[src/rtl/rcv_pkg.sv]
// Shared definitions for the receive framer: FSM states, f_ctrl field positions and CRC-32 constants.
package rcv_pkg;

   typedef enum logic [1:0] {
      ST_IDLE  = 2'd0,
      ST_RECV  = 2'd1,
      ST_TRUNC = 2'd2
   } rcv_state_e;

   localparam int unsigned LEN_W        = 12;
   localparam int unsigned CTRL_LEN_LSB = 0;
   localparam int unsigned CTRL_LEN_MSB = 11;
   localparam int unsigned CTRL_HIPRIO  = 12;
   localparam int unsigned CTRL_ERR     = 13;
   localparam int unsigned CTRL_RUNT    = 14;
   localparam int unsigned CTRL_OVS     = 15;
   localparam int unsigned CTRL_ABORT   = 16;
   localparam int unsigned CTRL_SEQ_LSB = 17;
   localparam int unsigned CTRL_SEQ_MSB = 19;
   localparam int unsigned CTRL_CRC     = 20;

   function automatic logic [31:0] bit_reverse32(input logic [31:0] v);
      logic [31:0] r;
      r = '0;
      for (int unsigned i = 0; i < 32; i++) r[i] = v[31 - i];
      return r;
   endfunction

   localparam logic [31:0] CRC_POLY      = 32'h04C11DB7;
   localparam logic [31:0] CRC_POLY_REFL = bit_reverse32(CRC_POLY);
   localparam logic [31:0] CRC_INIT      = 32'hFFFFFFFF;
   localparam logic [31:0] CRC_RESIDUE   = 32'hDEBB20E3;

endpackage

[src/rtl/rcv_crc32_byte.sv]
// Combinational reflected CRC-32 update for one byte (LSB first).
module rcv_crc32_byte
   import rcv_pkg::*;
(
   input  logic [31:0] i_crc,
   input  logic [7:0]  i_data,
   output logic [31:0] o_crc
);

   always_comb begin
      logic [31:0] w_c;
      w_c = i_crc ^ {24'd0, i_data};
      for (int unsigned i = 0; i < 8; i++)
         w_c = w_c[0] ? ((w_c >> 1) ^ CRC_POLY_REFL) : (w_c >> 1);
      o_crc = w_c;
   end

endmodule

[src/rtl/rcv_frame_ctrl_gen.sv]
// Receive framer: forwards SOF/EOF-delimited bytes and emits the 24-bit xmitTop control block.
// Define FRAME_CRC_CHK_EN to enable CRC-32 residue checking into f_ctrl[20].
module rcv_frame_ctrl_gen
   import rcv_pkg::*;
#(
   parameter int unsigned MIN_LEN = 64,
   parameter int unsigned MAX_LEN = 1518,
   parameter int unsigned CNT_W   = 16
) (
   input  logic             clk_sys,
   input  logic             reset,
   input  logic [7:0]       rx_data,
   input  logic             rx_valid,
   input  logic             rx_sof,
   input  logic             rx_eof,
   input  logic             rx_err,
   input  logic             rx_hi_prio,
   output logic [7:0]       f_data,
   output logic             f_rec_data_valid,
   output logic [23:0]      f_ctrl,
   output logic             f_rec_frame_valid,
   output logic             f_hi_priority,
   output logic [CNT_W-1:0] err_frame_cnt
);

   localparam logic [LEN_W-1:0] L_MAX = LEN_W'(MAX_LEN);
   localparam logic [LEN_W-1:0] L_MIN = LEN_W'(MIN_LEN);

   rcv_state_e       r_state, w_state_nx;
   logic [LEN_W-1:0] r_len, w_len_nx;
   logic             r_err_seen, w_err_seen_nx;
   logic             r_ovs, w_ovs_nx;
   logic [2:0]       r_seq;
   logic             w_hp_nx, w_fwd, w_close, w_abort;
   logic             w_runt, w_err, w_crc_bad;
   logic [23:0]      w_ctrl;

   always_comb begin
      w_state_nx    = r_state;
      w_len_nx      = r_len;
      w_err_seen_nx = r_err_seen;
      w_ovs_nx      = r_ovs;
      w_hp_nx       = f_hi_priority;
      w_fwd         = 1'b0;
      w_close       = 1'b0;
      w_abort       = 1'b0;
      unique case (r_state)
         ST_IDLE: if (rx_valid && rx_sof) begin
            w_fwd         = 1'b1;
            w_len_nx      = LEN_W'(1);
            w_err_seen_nx = rx_err;
            w_ovs_nx      = 1'b0;
            w_hp_nx       = rx_hi_prio;
            if (rx_eof) w_close    = 1'b1;
            else        w_state_nx = ST_RECV;
         end
         ST_RECV: if (rx_valid) begin
            if (rx_sof) begin
               w_close    = 1'b1;
               w_abort    = 1'b1;
               w_state_nx = ST_IDLE;
            end else if (r_len == L_MAX) begin
               // Any byte past MAX_LEN (EOF included) is dropped and marks oversize.
               w_ovs_nx = 1'b1;
               if (rx_eof) begin
                  w_close    = 1'b1;
                  w_state_nx = ST_IDLE;
               end else begin
                  w_state_nx = ST_TRUNC;
               end
            end else begin
               w_fwd         = 1'b1;
               w_len_nx      = r_len + LEN_W'(1);
               w_err_seen_nx = r_err_seen | rx_err;
               if (rx_eof) begin
                  w_close    = 1'b1;
                  w_state_nx = ST_IDLE;
               end
            end
         end
         ST_TRUNC: if (rx_valid && (rx_sof || rx_eof)) begin
            w_close    = 1'b1;
            w_abort    = rx_sof;
            w_state_nx = ST_IDLE;
         end
         default: w_state_nx = ST_IDLE;
      endcase
   end

`ifdef FRAME_CRC_CHK_EN
   logic [31:0] r_crc, w_crc_cur, w_crc_nx;

   assign w_crc_cur = (r_state == ST_IDLE) ? CRC_INIT : r_crc;

   rcv_crc32_byte u_crc (
      .i_crc  (w_crc_cur),
      .i_data (rx_data),
      .o_crc  (w_crc_nx)
   );

   always_ff @(posedge clk_sys) begin
      if (reset)      r_crc <= CRC_INIT;
      else if (w_fwd) r_crc <= w_crc_nx;
   end

   // A non-aborted, non-oversize close always forwards its last byte, so w_crc_nx covers the FCS.
   assign w_crc_bad = w_close && !w_abort && !w_ovs_nx && (w_crc_nx != CRC_RESIDUE);
`else
   assign w_crc_bad = 1'b0;
`endif

   always_comb begin
      w_runt = (w_len_nx < L_MIN);
      w_err  = w_runt | w_ovs_nx | w_abort | w_crc_bad | w_err_seen_nx;
      w_ctrl = '0;
      w_ctrl[CTRL_LEN_MSB:CTRL_LEN_LSB] = w_len_nx;
      w_ctrl[CTRL_HIPRIO]               = w_hp_nx;
      w_ctrl[CTRL_ERR]                  = w_err;
      w_ctrl[CTRL_RUNT]                 = w_runt;
      w_ctrl[CTRL_OVS]                  = w_ovs_nx;
      w_ctrl[CTRL_ABORT]                = w_abort;
      w_ctrl[CTRL_SEQ_MSB:CTRL_SEQ_LSB] = r_seq;
      w_ctrl[CTRL_CRC]                  = w_crc_bad;
   end

   always_ff @(posedge clk_sys) begin
      if (reset) begin
         r_state           <= ST_IDLE;
         r_len             <= '0;
         r_err_seen        <= 1'b0;
         r_ovs             <= 1'b0;
         r_seq             <= '0;
         f_data            <= '0;
         f_rec_data_valid  <= 1'b0;
         f_ctrl            <= '0;
         f_rec_frame_valid <= 1'b0;
         f_hi_priority     <= 1'b0;
         err_frame_cnt     <= '0;
      end else begin
         r_state           <= w_state_nx;
         r_len             <= w_len_nx;
         r_err_seen        <= w_err_seen_nx;
         r_ovs             <= w_ovs_nx;
         f_hi_priority     <= w_hp_nx;
         f_rec_data_valid  <= w_fwd;
         f_rec_frame_valid <= w_close;
         if (w_fwd) f_data <= rx_data;
         if (w_close) begin
            f_ctrl <= w_ctrl;
            r_seq  <= r_seq + 3'd1;
            if (w_err && (err_frame_cnt != '1)) err_frame_cnt <= err_frame_cnt + CNT_W'(1);
         end
      end
   end

endmodule

[config.mk]
export PLATFORM = sky130hd
export DESIGN_NAME = rcv_frame_ctrl_gen
export DESIGN_NICKNAME = d
export VERILOG_FILES = /design/src/rtl/rcv_pkg.sv /design/src/rtl/rcv_crc32_byte.sv /design/src/rtl/rcv_frame_ctrl_gen.sv
export SDC_FILE = /design/constraint.sdc
export NUM_CORES = 1
export LEC_CHECK = 0
export BUFFER_PORTS_ARGS = -buffer_cell sky130_fd_sc_hd__clkbuf_2
export CAP_MARGIN = 10
export CORE_ASPECT_RATIO = 1.5
export CORE_MARGIN = 3
export CORE_UTILIZATION = 25
export CTS_CLUSTER_SIZE = 16
export DETAILED_ROUTE_END_ITERATION = 10
export GPL_ROUTABILITY_DRIVEN = 0
export MAX_ROUTING_LAYER = met4
export SETUP_SLACK_MARGIN = 0.1
export SLEW_MARGIN = 10
export SYNTH_ARGS = -nofsm -noshare
export SYNTH_HDL_FRONTEND = slang
export SYNTH_HIERARCHICAL = 1
export SYNTH_SLANG_ARGS = --single-unit
[constraint.sdc]
create_clock -name clk_sys -period 3.1 [get_ports clk_sys]
set_input_delay 0.155 -clock clk_sys [delete_from_list [all_inputs] [get_ports clk_sys]]
set_output_delay 0.155 -clock clk_sys [all_outputs]
set_load 0.1 [all_outputs]
==> impl_metrics.toml <==
[clock_tree]
cts_tree = "built"
cts-root-buf = "clkbuf_16"
cts_sinks = 66
numCtsBuffers = 9
cts.htree.levels = 3
clockBufferDepth = 2
worstSkewPairLatency_ns = 0.33
postCtsSetupRepairBufs = 0
clkTransAtPathRegs_ns = 0.05

[finish]
drive_gt1_share_pct = 24.1
final_common_cell = "dfxtp_1"
fin_util_pct = 32.6
layout.nets = 458
n_antenna_cell = 0
fin_cells = 596
final_cell_mix = "65 x dfxtp_1, 64 x nor2_1, 61 x clkbuf_2, 26 x nand2_1, 21 x a21oi_1"
syn_to_final_growth_pct = 26.7

[detailed_routing]
drcViolationCount = 0
drt-total-wl_um = 8250
drtAntennaViolNets = 0
via_per_inst = 4.84
num_vias = 2887
wl_per_cell_um = 13.8
drt-initial-drc-count = 250
drt-pass1-iter-count = 4

[logic_synthesis]
synth_edf_count = 0
ys_types = 57
synth_seq_cells = 66
yosys-mux-area-fraction_pct = 6.49
netlist_top_cells_area = "dfxtp_1 41%, nor2_1 7.5%, mux2i_1 4.0%, a211oi_1 4.0%, a21oi_1 3.3%"
ys_async_sr_fraction_pct = 0
synthCells = 371
synth-simple-area-share_pct = 24.7
syn_area_um2 = 3220
synthFlopType = "dfxtp_1"
synth_compound_area_share_pct = 17.1
synth-xor-area-share_pct = 2.72
ys_warn_count = 6
yosys.area.top_type = "dfxtp_1"
synth_top_family_by_area = "simple AND/OR/NAND/NOR gates"
avgSynthCellArea_um2 = 8.68
synth_top_area_share_pct = 41.0
yosysSeqAreaShare_pct = 41.0
synth_fa_ha_area_share_pct = 3.11

[job]
maxCapViolCount = 0

[timing]
fin_crit_sh_pct = 91.0
setup_tns_ns = 0
rsz0062_at_grt = "no"
setup_slack_ns = 0.279
tightest_slew_ns = 0.756
finClkSkew_ns = 0.00623
slew_headroom_pct = 49.6
max_freq_mhz = 354
setup_violations = 0
fin_crit_ns = 2.82
hold_viol = 0
maxSlewViolCount = 0

[power]
power_leakage_nw = 1.61
p_clk_share_pct = 44.1
combPwrFrac_pct = 21.5
power.switching_mw = 0.849
intPower_mw = 1.83
p_sw_share_pct = 31.7
total_power_mw = 2.68
power_density_nw_per_um2 = 657
seq_power_share_pct = 34.4
max-vdd-ir-drop_mv = 0.407

[worst_setup_path]
cp-start-kind = "register"
endpoint_kind = "register"
worstSetupPathType = "register to register"
timing.rr.start = "r_len[0]$_SDFF_PP0_"
reg2reg_slack_ns = 0.28
crit_path_max_fanout = 5
worstRegToRegCells = 9
critical_path_required_ns = 3.36
critPathArrivalTime_ns = 3.08
rr_endpoint = "err_frame_cnt[15]$_SDFFE_PP0P_"

[placed_design]
pre_cts_slack_ns = 0.200
place_hpwl_um = 6170
placed_cells = 580
port_buffers = 61

[min_path]
whs_endpoint = "f_data[6]$_SDFFE_PP0P_"
hp-class = "primary input to register"
hold_depth = 3
holdCritStartpoint = "rx_data[6]"

[floorplanning]
num_rows = 50
core_um2 = 12500
die_w_um = 98.7
fp.dieH_um = 145
die_area_um2 = 14300
io_pins = 66
initial_core_util_pct = 25.7

[grt]
grt_pass1_wl_um = 13700
grt_pass1_vias = 2749
grt_overflow = 0
grt_start_max_net_pins = 40
grtUsageTotal_pct = 12.2
antenna_found_initial = 0

[status]
status = "completed"
## critical path: stages (launching register included)
cell and delay, ns:
dfxtp_1 0.42, ha_2 0.24, nand4_1 0.22, o311a_1 0.36, and4bb_1 0.28, and3_1 0.22
nand4_4 0.16, a211o_1 0.37, or4_1 0.41, o21ai_1 0.08
## what timing repair did
action,CTS,global route
gates resized for setup,0,4
endpoints found under the setup margin,0,13
hold buffers,0,0
## state kept, by name (all words and copies together) (netlist names), 2 cells and up
| signal | cells |
|---|---|
| r_state | 2 |
| r_len | 12 |
| f_ctrl | 20 |
| err_frame_cnt | 16 |
| r_seq | 3 |
| f_data | 8 |
## cells in the mapped netlist (all sizes together), types with 5 or more instances
cell type and n:
nand4 10, buf 11, and3 6, clkbuf 13, dfxtp 66, nor3 6
a211oi 19, a21oi 22, nor2b 11, nor2 64, nand2b 6, xnor2 8
mux2i 13, ha 8, nand2 26, mux2 7, o21ai 5, nand3 13
inv 9, nor4 5
## how the worst max path moves through the flow
| stage | from | endpoint | slack [ns] | depth (start not counted) |
|---|---|---|---|---|
| 2_1_floorplan | err_frame_cnt[5]$_SDFFE_PP0P_ | err_frame_cnt[7]$_SDFFE_PP0P_ | 0.14 | 8 |
| 3_5_place_dp | r_state[0]$_SDFFE_PP0P_ | err_frame_cnt[15]$_SDFFE_PP0P_ | 0.20 | 10 |
| 4_1_cts | r_state[0]$_SDFFE_PP0P_ | err_frame_cnt[15]$_SDFFE_PP0P_ | 0.15 | 10 |
| 6_report | r_len[0]$_SDFF_PP0_ | err_frame_cnt[15]$_SDFFE_PP0P_ | 0.28 | 9 |
| 3_3_place_gp | r_state[0]$_SDFFE_PP0P_ | err_frame_cnt[15]$_SDFFE_PP0P_ | 0.34 | 10 |
| 5_1_grt | r_state[1]$_SDFFE_PP0P_ | err_frame_cnt[15]$_SDFFE_PP0P_ | 0.11 | 11 |
## metrics by stage
stage / area, um2 / hold slack, ns
global placement: 3710 / 0.381
CTS: 4060 / 0.0392
floorplan: 3230 / 0.291
global route: 4080 / 0.0502
detailed placement: 3710 / 0.388
finish: 4080 / 0.0508
## layer usage
layer	up-vias	global-route usage [%]	routed length (um)
met3	14	2.31	222
met2	61	20.5	4400
li1	1435	-	-
met4	0	6.49	232
met1	1377	13.6	3400
met5	-	-	0
## final cells by class
type | instances | area (um2)
Clock buffer | 10 | 239
Clock inverter | 6 | 113
Fill cell | 1334 | 8430
Timing Repair Buffer | 74 | 403
Tap cell | 156 | 195
Multi-Input combinational cell | 274 | 1770
Inverter | 10 | 37.5
Sequential cell | 66 | 1320
## cell families (layout without fill, tap and decap cells)
logic type               count (synthesis)  in the layout
AND/OR/NAND/NOR                        160            160
AO/OA/AOI/OAI                           72             72
flip-flops                              66             66
buffers and inverters                   34            100
multiplexers                            20             20
XOR/XNOR                                10             10
adder cells (fa/ha/maj)                  8              8
other                                    1              4
## power by group through the flow
stage	Clock, mW	Sequential [mW]	Combinational, mW
2_1_floorplan	0	1.18	0.224
3_5_place_dp	0	0.940	0.571
3_3_place_gp	0	0.938	0.568
4_1_cts	1.21	0.921	0.574
5_1_grt	1.24	0.927	0.613
6_report	1.18	0.921	0.577
Note: power is estimated with default switching activity, not from simulation.
